==> src/rtl/arduino_jugada_rx.sv <==
// Receives a move (column 0..6) from the Arduino over a raw column code and strobe.
// Both are synchronized, the strobe is debounced on press and on release, and one pulse is raised per press.
module arduino_jugada_rx #(
  parameter int DEBOUNCE_CYCLES = 50000
) (
  input  logic       clk,
  input  logic       reset,
  input  logic [2:0] col_in,
  input  logic       valida_in,
  input  logic       turno_arduino,
  output logic [2:0] col_out,
  output logic       jugada_valida,
  output logic       col_invalida,
  output logic       ocupado
);

  localparam int              CW       = $clog2(DEBOUNCE_CYCLES);
  localparam logic [CW-1:0]   CNT_LAST = CW'(DEBOUNCE_CYCLES - 1);
  localparam logic [CW-1:0]   CNT_ONE  = CW'(1);

  localparam logic [1:0] IDLE         = 2'd0;
  localparam logic [1:0] DEBOUNCE     = 2'd1;
  localparam logic [1:0] EMIT         = 2'd2;
  localparam logic [1:0] WAIT_RELEASE = 2'd3;

  logic          v_meta, v_s;
  logic [2:0]    c_meta, c_s;
  logic [1:0]    state, state_next;
  logic [CW-1:0] cnt, cnt_next;
  logic [2:0]    col_cap, col_cap_next;
  logic          accept;
  logic          emit_ok;
  logic          emit_bad;

  // Two-flop synchronizers; the first stage may go metastable, so nothing else reads it.
  always_ff @(posedge clk or posedge reset) begin
    if (reset) begin
      v_meta <= 1'b0;
      v_s    <= 1'b0;
      c_meta <= 3'd0;
      c_s    <= 3'd0;
    end else begin
      // NOTE: non-blocking assignments make each stage take the previous stage's old value.
      v_meta <= valida_in;
      v_s    <= v_meta;
      c_meta <= col_in;
      c_s    <= c_meta;
    end
  end

  always_comb begin
    // NOTE: every output of this block gets a default first, so no latch is inferred.
    state_next   = state;
    cnt_next     = cnt;
    col_cap_next = col_cap;
    accept       = 1'b0;
    case (state)
      IDLE: begin
        if (v_s) begin
          col_cap_next = c_s;
          cnt_next     = '0;
          state_next   = DEBOUNCE;
        end
      end
      DEBOUNCE: begin
        if (!v_s) begin
          state_next = IDLE;
        end else if (c_s != col_cap) begin
          col_cap_next = c_s;
          cnt_next     = '0;
        end else if (cnt == CNT_LAST) begin
          state_next = EMIT;
          cnt_next   = '0;
          accept     = 1'b1;
        end else begin
          cnt_next = cnt + CNT_ONE;
        end
      end
      EMIT: begin
        state_next = WAIT_RELEASE;
      end
      WAIT_RELEASE: begin
        if (v_s) begin
          cnt_next = '0;
        end else if (cnt == CNT_LAST) begin
          state_next = IDLE;
          cnt_next   = '0;
        end else begin
          cnt_next = cnt + CNT_ONE;
        end
      end
      default: begin
        state_next = IDLE;
        cnt_next   = '0;
      end
    endcase
  end

  // Pulses are decided on the edge that enters EMIT so they line up with the EMIT cycle.
  assign emit_bad = accept && (col_cap == 3'd7);
  assign emit_ok  = accept && (col_cap != 3'd7) && turno_arduino;

  always_ff @(posedge clk or posedge reset) begin
    if (reset) begin
      state         <= IDLE;
      cnt           <= '0;
      col_cap       <= 3'd0;
      col_out       <= 3'd0;
      jugada_valida <= 1'b0;
      col_invalida  <= 1'b0;
      ocupado       <= 1'b0;
    end else begin
      state         <= state_next;
      cnt           <= cnt_next;
      col_cap       <= col_cap_next;
      jugada_valida <= emit_ok;
      col_invalida  <= emit_bad;
      ocupado       <= (state_next != IDLE);
      if (emit_ok) begin
        col_out <= col_cap;
      end
    end
  end

endmodule

==> config.mk <==
export PLATFORM = sky130hd
export DESIGN_NAME = arduino_jugada_rx
export DESIGN_NICKNAME = d
export VERILOG_FILES = /design/src/rtl/arduino_jugada_rx.sv
export SDC_FILE = /design/constraint.sdc
export NUM_CORES = 1
export LEC_CHECK = 0
export ABC_AREA = 1
export CAP_MARGIN = 10
export CORE_MARGIN = 2
export CORE_UTILIZATION = 62
export DETAILED_ROUTE_END_ITERATION = 16
export PLACE_DENSITY = 0.83
export REMOVE_ABC_BUFFERS = 1
export SLEW_MARGIN = 20
export SYNTH_ARGS = -nofsm -noshare
export SYNTH_HDL_FRONTEND = slang
export SYNTH_SLANG_ARGS = --single-unit
export TNS_END_PERCENT = 10
==> constraint.sdc <==
create_clock -name clk -period 3 [get_ports clk]
set_input_delay 0.45 -clock clk [delete_from_list [all_inputs] [get_ports clk]]
set_output_delay 0.45 -clock clk [all_outputs]
set_load 0.01 [all_outputs]
==> out/metrics.yaml, run 1 <==
cp-end-kind: "output port"
drive_above_1_share: 0.0958
syn_area_um2: 1870
insertion_delay_ns: 0.35
drtIter0Drc: 75
nNetsFinal: 268
cts.hold.buffers_added: 0
yosys.area.top_type: "dfrtp_1"
cts_max_path_buffers: 2
ys_seq_area_frac: 0.469
cts_buffers: 5
critPathRequiredTime_ns: 2.55
vias: 1568
fin_util: 0.734
fin_crit_sh: 0.570
wl_per_cell_um: 12.3
cts_tree: "done"
diodes: 0
num_io_pins: 13
async_flop_share: 1.00
viasPerCell: 5.37
cpPeakStageDelay_ns: 0.54
ys_ff_latch: 35
period_minus_slack_ns: 1.71
core_area_um2: 2810
cp_slowest_cell: "clkdlybuf4s50_1"
crit_arrival_ns: 1.26
tightest_slew_ns: 0.416
crit_chain: "clkdlybuf4s50_1"
ir_drop_mv: 0.383
fin_skew_ns: 0.0150
setup_slack_ns: 1.29
maxCapViolCount: 0
track_usage: 0.247
worstSetupStartpointType: "register"
grt_start_max_net_pins: 36
finalSetupViolCount: 0
synth-edff-count: 0
ant_nets: 0
drc_errors: 1
path_class: "reg -> out"
reg2reg_setup_slack_ns: 1.35
pre_cts_slack_ns: 1.38
holdWs_ns: 0.357
cts-root-buf: "clkbuf_4"
slew_viol_final: 0
netlist.area_leader.share: 0.469
dp_hpwl_mm: 2.70
grt_util_met1: 0.357
synth.distinct_cells: 26
antenna_found_initial: 0
h-tree-depth: 2
gp_congestion: 0.895
violations: "DRC"
setup_tns_ns: 0
clk_pin_slew_ns: 0.11
cts.repair.resized: 0
leakage_nw: 1.02
grt_use_met3: 0.0462
synthTopCellsByCount: "nand2_1 (78), dfrtp_1 (35), inv_1 (29)"
grt_pass1_vias: 1414
first_pass_iters: 10
dpl.cell_count: 284
powerDensity_nw_per_um2: 395
area_delta_synth_final_pct: 10.4
grt.met2_usage: 0.351
syn_inst: 242
relSlewSlack: 0.723
syn_area_per_cell_um2: 7.71
yosysMostFrequentCell: "nand2_1"
synthFlopType: "dfrtp_1"
post-cts-setup-buffer-count: 0
rows: 19
total_power_mw: 0.813
numPortBuffers: 12
yosys_warnings: 0
worstPathMaxFanout: 2
die-height_um: 58.9
start_util: 0.665
cp_top_family: "buffers and inverters"
grt_overflow: 0
max_freq_ghz: 0.585
grt_pass1_wl_mm: 6.28
fp.dieW_um: 58.9
cp_num_buf_inv: 1
final-hold-violation-count: 0
layout.cells.non_filler: 292
place_area_um2: 2010
clock-sinks: 35
dieArea_um2: 3460
grt.busiest_layer: "met1"
status: "complete, but fails checks"
rsz0062_at_grt: "no"
wirelength_mm: 3.58
synth_area_leaders: "dfrtp_1 (47%), nand2_1 (16%), inv_1 (5.8%)"
finalInstanceArea_um2: 2060
holdCritPathClass: "reg -> reg"
[cell usage in the layout, fill, tap and decap left out, types with 2 or more instances in the layout]
cell,netlist,layout
a21oi_1,14,14
clkbuf_4,0,5
clkdlybuf4s50_1,0,12
dfrtp_1,35,35
inv_1,29,29
inv_2,3,3
nand2_1,78,78
nand2_2,3,3
nand2_4,4,4
nand3_1,15,15
nand4_1,9,9
nor2_1,26,26
nor3_1,2,2
o21ai_0,7,7
o21ai_1,3,3
o21bai_1,2,2
[power breakdown]
group | switching (mW) | internal (mW)
logic | 0.0455 | 0.0236
registers | 0.0132 | 0.485
clock network | 0.156 | 0.0902
total | 0.215 | 0.599
[worst paths after layout]
check                                       start                  to  depth (start not counted)
max reg2reg                    cnt[0]$_DFFE_PP0P_  state[0]$_DFF_PP0_                          8
min in group asynchronous                   reset  state[1]$_DFF_PP0_                          3
max                        col_out[1]$_DFFE_PP0P_          col_out[1]                          1
max in group asynchronous                   reset  cnt[7]$_DFFE_PP0P_                          3
min reg2reg                      v_meta$_DFF_PP0_       v_s$_DFF_PP0_                          0
min                              v_meta$_DFF_PP0_       v_s$_DFF_PP0_                          0
[sequential cells by signal (all words and copies together), names as in the netlist, 2 cells and up]
signal   count
c_s          3
c_meta       3
cnt         16
col_out      3
col_cap      3
state        2
[routing by layer]
| metal | wire [um] | vias up |
|---|---|---|
| met5 | 0 | - |
| met4 | 64 | 0 |
| met3 | 214 | 5 |
| met2 | 1570 | 42 |
| met1 | 1730 | 718 |
| li1 | - | 803 |
[cell type report]
type	instances	area, um^2
clock inverters	2	12.5
multi-input cells	172	837
inverters	33	126
fillers	235	746
well taps	31	38.8
flip-flops and latches	35	876
clock buffers	6	41.3
repair buffers	13	128
[logic make-up (layout without fill, tap and decap cells)]
logic type                 Yosys count  after routing  synth area share
DFF                                 35             35             0.469
xor gates and xnor gates             1              1           0.00470
buffers and inverters               35             54            0.0818
AOI/OAI and AO/OA                   29             29            0.0892
and+or+nand+nor                    141            141             0.348
adders and majority gates            1              1           0.00671
No activity file was read; power rests on OpenSTA's default activity.
==> inputs of run 2 (changes only) <==
Settings changed: CORE_UTILIZATION 62 to 52, PLACE_DENSITY 0.83 to 0.75.
Clock period 3 ns to 1.5 ns, I/O delays scaled along.
==> out/metrics.yaml, run 2 (same netlist as run 1, synthesis figures left out) <==
status: "complete, no violations"
critPathMostFrequentCell: "nand2_2"
cp_top_family: "simple AND/OR/NAND/NOR gates"
antenna_found_initial: 0  # unchanged
r2r-start: "cnt[1]$_DFFE_PP0P_"
drc_errors: 0  # -1
clk_pin_slew_ns: 0.11  # about the same
numPortBuffers: 12  # unchanged
crit_arrival_ns: 1.73  # +0.47 ns
reg2reg_depth: 9  # +1
fillers: 245  # +4.3%
holdWs_ns: 0.226  # -0.131 ns
max_freq_ghz: 0.686
final-hold-violation-count: 0  # unchanged
dpl.cell_count: 312  # +9.9%
insertion_delay_ns: 0.34  # about the same
powerDensity_nw_per_um2: 772  # +96%
dp_hpwl_mm: 2.75  # +2.0%
reg2reg_setup_slack_ns: 0.04  # -1.31 ns
maxCapViolCount: 0  # unchanged
die-height_um: 63.9  # +8.6%
cp-end-kind: "register"
viasPerCell: 5.11  # -4.9%
cp_num_buf_inv: 2  # +1
start_util: 0.550  # -0.115
core_area_um2: 3390  # +21%
worstSetupStartpointType: "register"
track_usage: 0.207  # -0.0403
finalSetupViolCount: 0  # unchanged
setup_slack_ns: 0.0419  # -1.25 ns
cpPeakStageDelay_ns: 0.40  # -0.14 ns
place_area_um2: 2130  # +6.4%
ir_drop_mv: 0.597  # +56%
area_delta_synth_final_pct: 28.4
setup_tns_ns: 0  # unchanged
dieArea_um2: 4080  # +18%
diodes: 0  # unchanged
h-tree-depth: 2  # unchanged
fin_crit_sh: 0.972
tightest_slew_ns: 0.223  # -0.193 ns
clock-sinks: 35  # unchanged
first_pass_iters: 4  # -6
path_class: "reg -> reg"
cts_max_path_buffers: 2  # unchanged
final_cell_mix: "nand2_1 (72), dfrtp_1 (32), inv_1 (27)"
grt_start_max_net_pins: 36  # unchanged
layout.cells.non_filler: 325  # +11%
crit_chain: "ha_2, nand2_4, inv_4, nand2_2, nor2_4, nand2_2, buf_6, nand4_1, a21oi_2"
gp_congestion: 0.867  # -3.2%
ant_nets: 0  # unchanged
finalInstanceArea_um2: 2390  # +16%
fp.dieW_um: 63.9  # +8.6%
reg2reg_to: "cnt[3]$_DFFE_PP0P_"
largest_reg_flops: 16  # unchanged
grt_pass1_vias: 1450  # +2.5%
rsz0062_at_grt: "yes"
cts-root-buf: "clkbuf_4"
wl_per_cell_um: 12.2  # -0.44%
cts_tree: "done"
period_minus_slack_ns: 1.46
rows: 21  # +2
num_io_pins: 13  # unchanged
worstPathMaxFanout: 4  # +2
grt_overflow: 0  # unchanged
pre_cts_slack_ns: -0.0133  # -1.39 ns
top_register: "cnt"
drtIter0Drc: 141  # +88%
wirelength_mm: 3.97  # +11%
cts_buffers: 5  # unchanged
slew_viol_final: 0  # unchanged
vias: 1660  # +5.9%
relSlewSlack: 0.851  # +0.128
drive_above_1_share: 0.244  # +0.148
final_common_cell: "nand2_1"
grt_pass1_wl_mm: 6.50  # +3.5%
leakage_nw: 1.21  # +18%
critPathRequiredTime_ns: 1.77  # -0.78 ns
holdCritPathClass: "in -> async"
fin_skew_ns: 0.00706  # -0.00796 ns
cp_slowest_cell: "dfrtp_1"
nNetsFinal: 287  # +7.1%
## run 2: changes by cell type in the layout (fill, tap and decap cells not counted), moves of 4 or more
cell     delta
buf_4      +13
nor2_2      +4
nor2_1      -6
nand2_1     -6
nand2_2     +5
## run 2: tightest hold or removal path: stages
cell and delay [ns]:
clkdlybuf4s50_1 0.40, inv_1 0.10, buf_12 0.22
## run 2: layer usage
layer,part of all wire,wire (um),GRT usage,vias up
met1,0.46,1840,0.298,756
met5,0,0,0,-
met3,0.061,242,0.0581,7
li1,-,-,-,851
met4,0.015,61,0.0652,0
met2,0.46,1820,0.302,46
## run 2: stage by stage
stage           util  power (mW)
2_1_floorplan      -        1.10
3_3_place_gp   0.630        1.17
3_5_place_dp   0.630        1.17
4_1_cts        0.654        1.83
5_1_grt        0.707        1.94
6_report       0.707        1.85
## run 2: final cells by class
type                       count  area [um^2]  area share
clock buffer                   5         37.5      0.0157
timing repair buffer          31          315       0.132
multi-input combinational    173          938       0.392
sequential                    35          880       0.367
inverter                      33          129      0.0538
clock inverter                 2         37.5      0.0157
tap                           46         57.6      0.0240
## run 2: worst max path at each step
| stage | endpoint | cells after the start | slack (ns) | startpoint |
|---|---|---|---|---|
| final | cnt[3]$_DFFE_PP0P_ | 9 | 0.04 | cnt[1]$_DFFE_PP0P_ |
| after global routing | col_out[0]$_DFFE_PP0P_ | 9 | -0.04 | col_cap[2]$_DFFE_PP0P_ |
| after global placement | cnt[9]$_DFFE_PP0P_ | 9 | 0.02 | cnt[1]$_DFFE_PP0P_ |
| after CTS | col_out[0] | 1 | 0.004 | col_out[0]$_DFFE_PP0P_ |
| after floorplan | state[0]$_DFF_PP0_ | 8 | 0.07 | cnt[0]$_DFFE_PP0P_ |
| after detailed placement | cnt[9]$_DFFE_PP0P_ | 9 | -0.01 | cnt[1]$_DFFE_PP0P_ |
## run 2: power by group
part	total (mW)	switching (mW)	internal (mW)
Sequential	0.991	0.0214	0.970
Combinational	0.207	0.117	0.0893
Clock	0.651	0.310	0.341
## run 2: what timing repair did
action	CTS	global route
endpoints found under the hold margin	0	0
hold buffers	0	0
cloned	0	1
endpoints found under the setup margin	9	25
pin swaps	1	10
resized for setup	0	35
buffers inserted	1	4
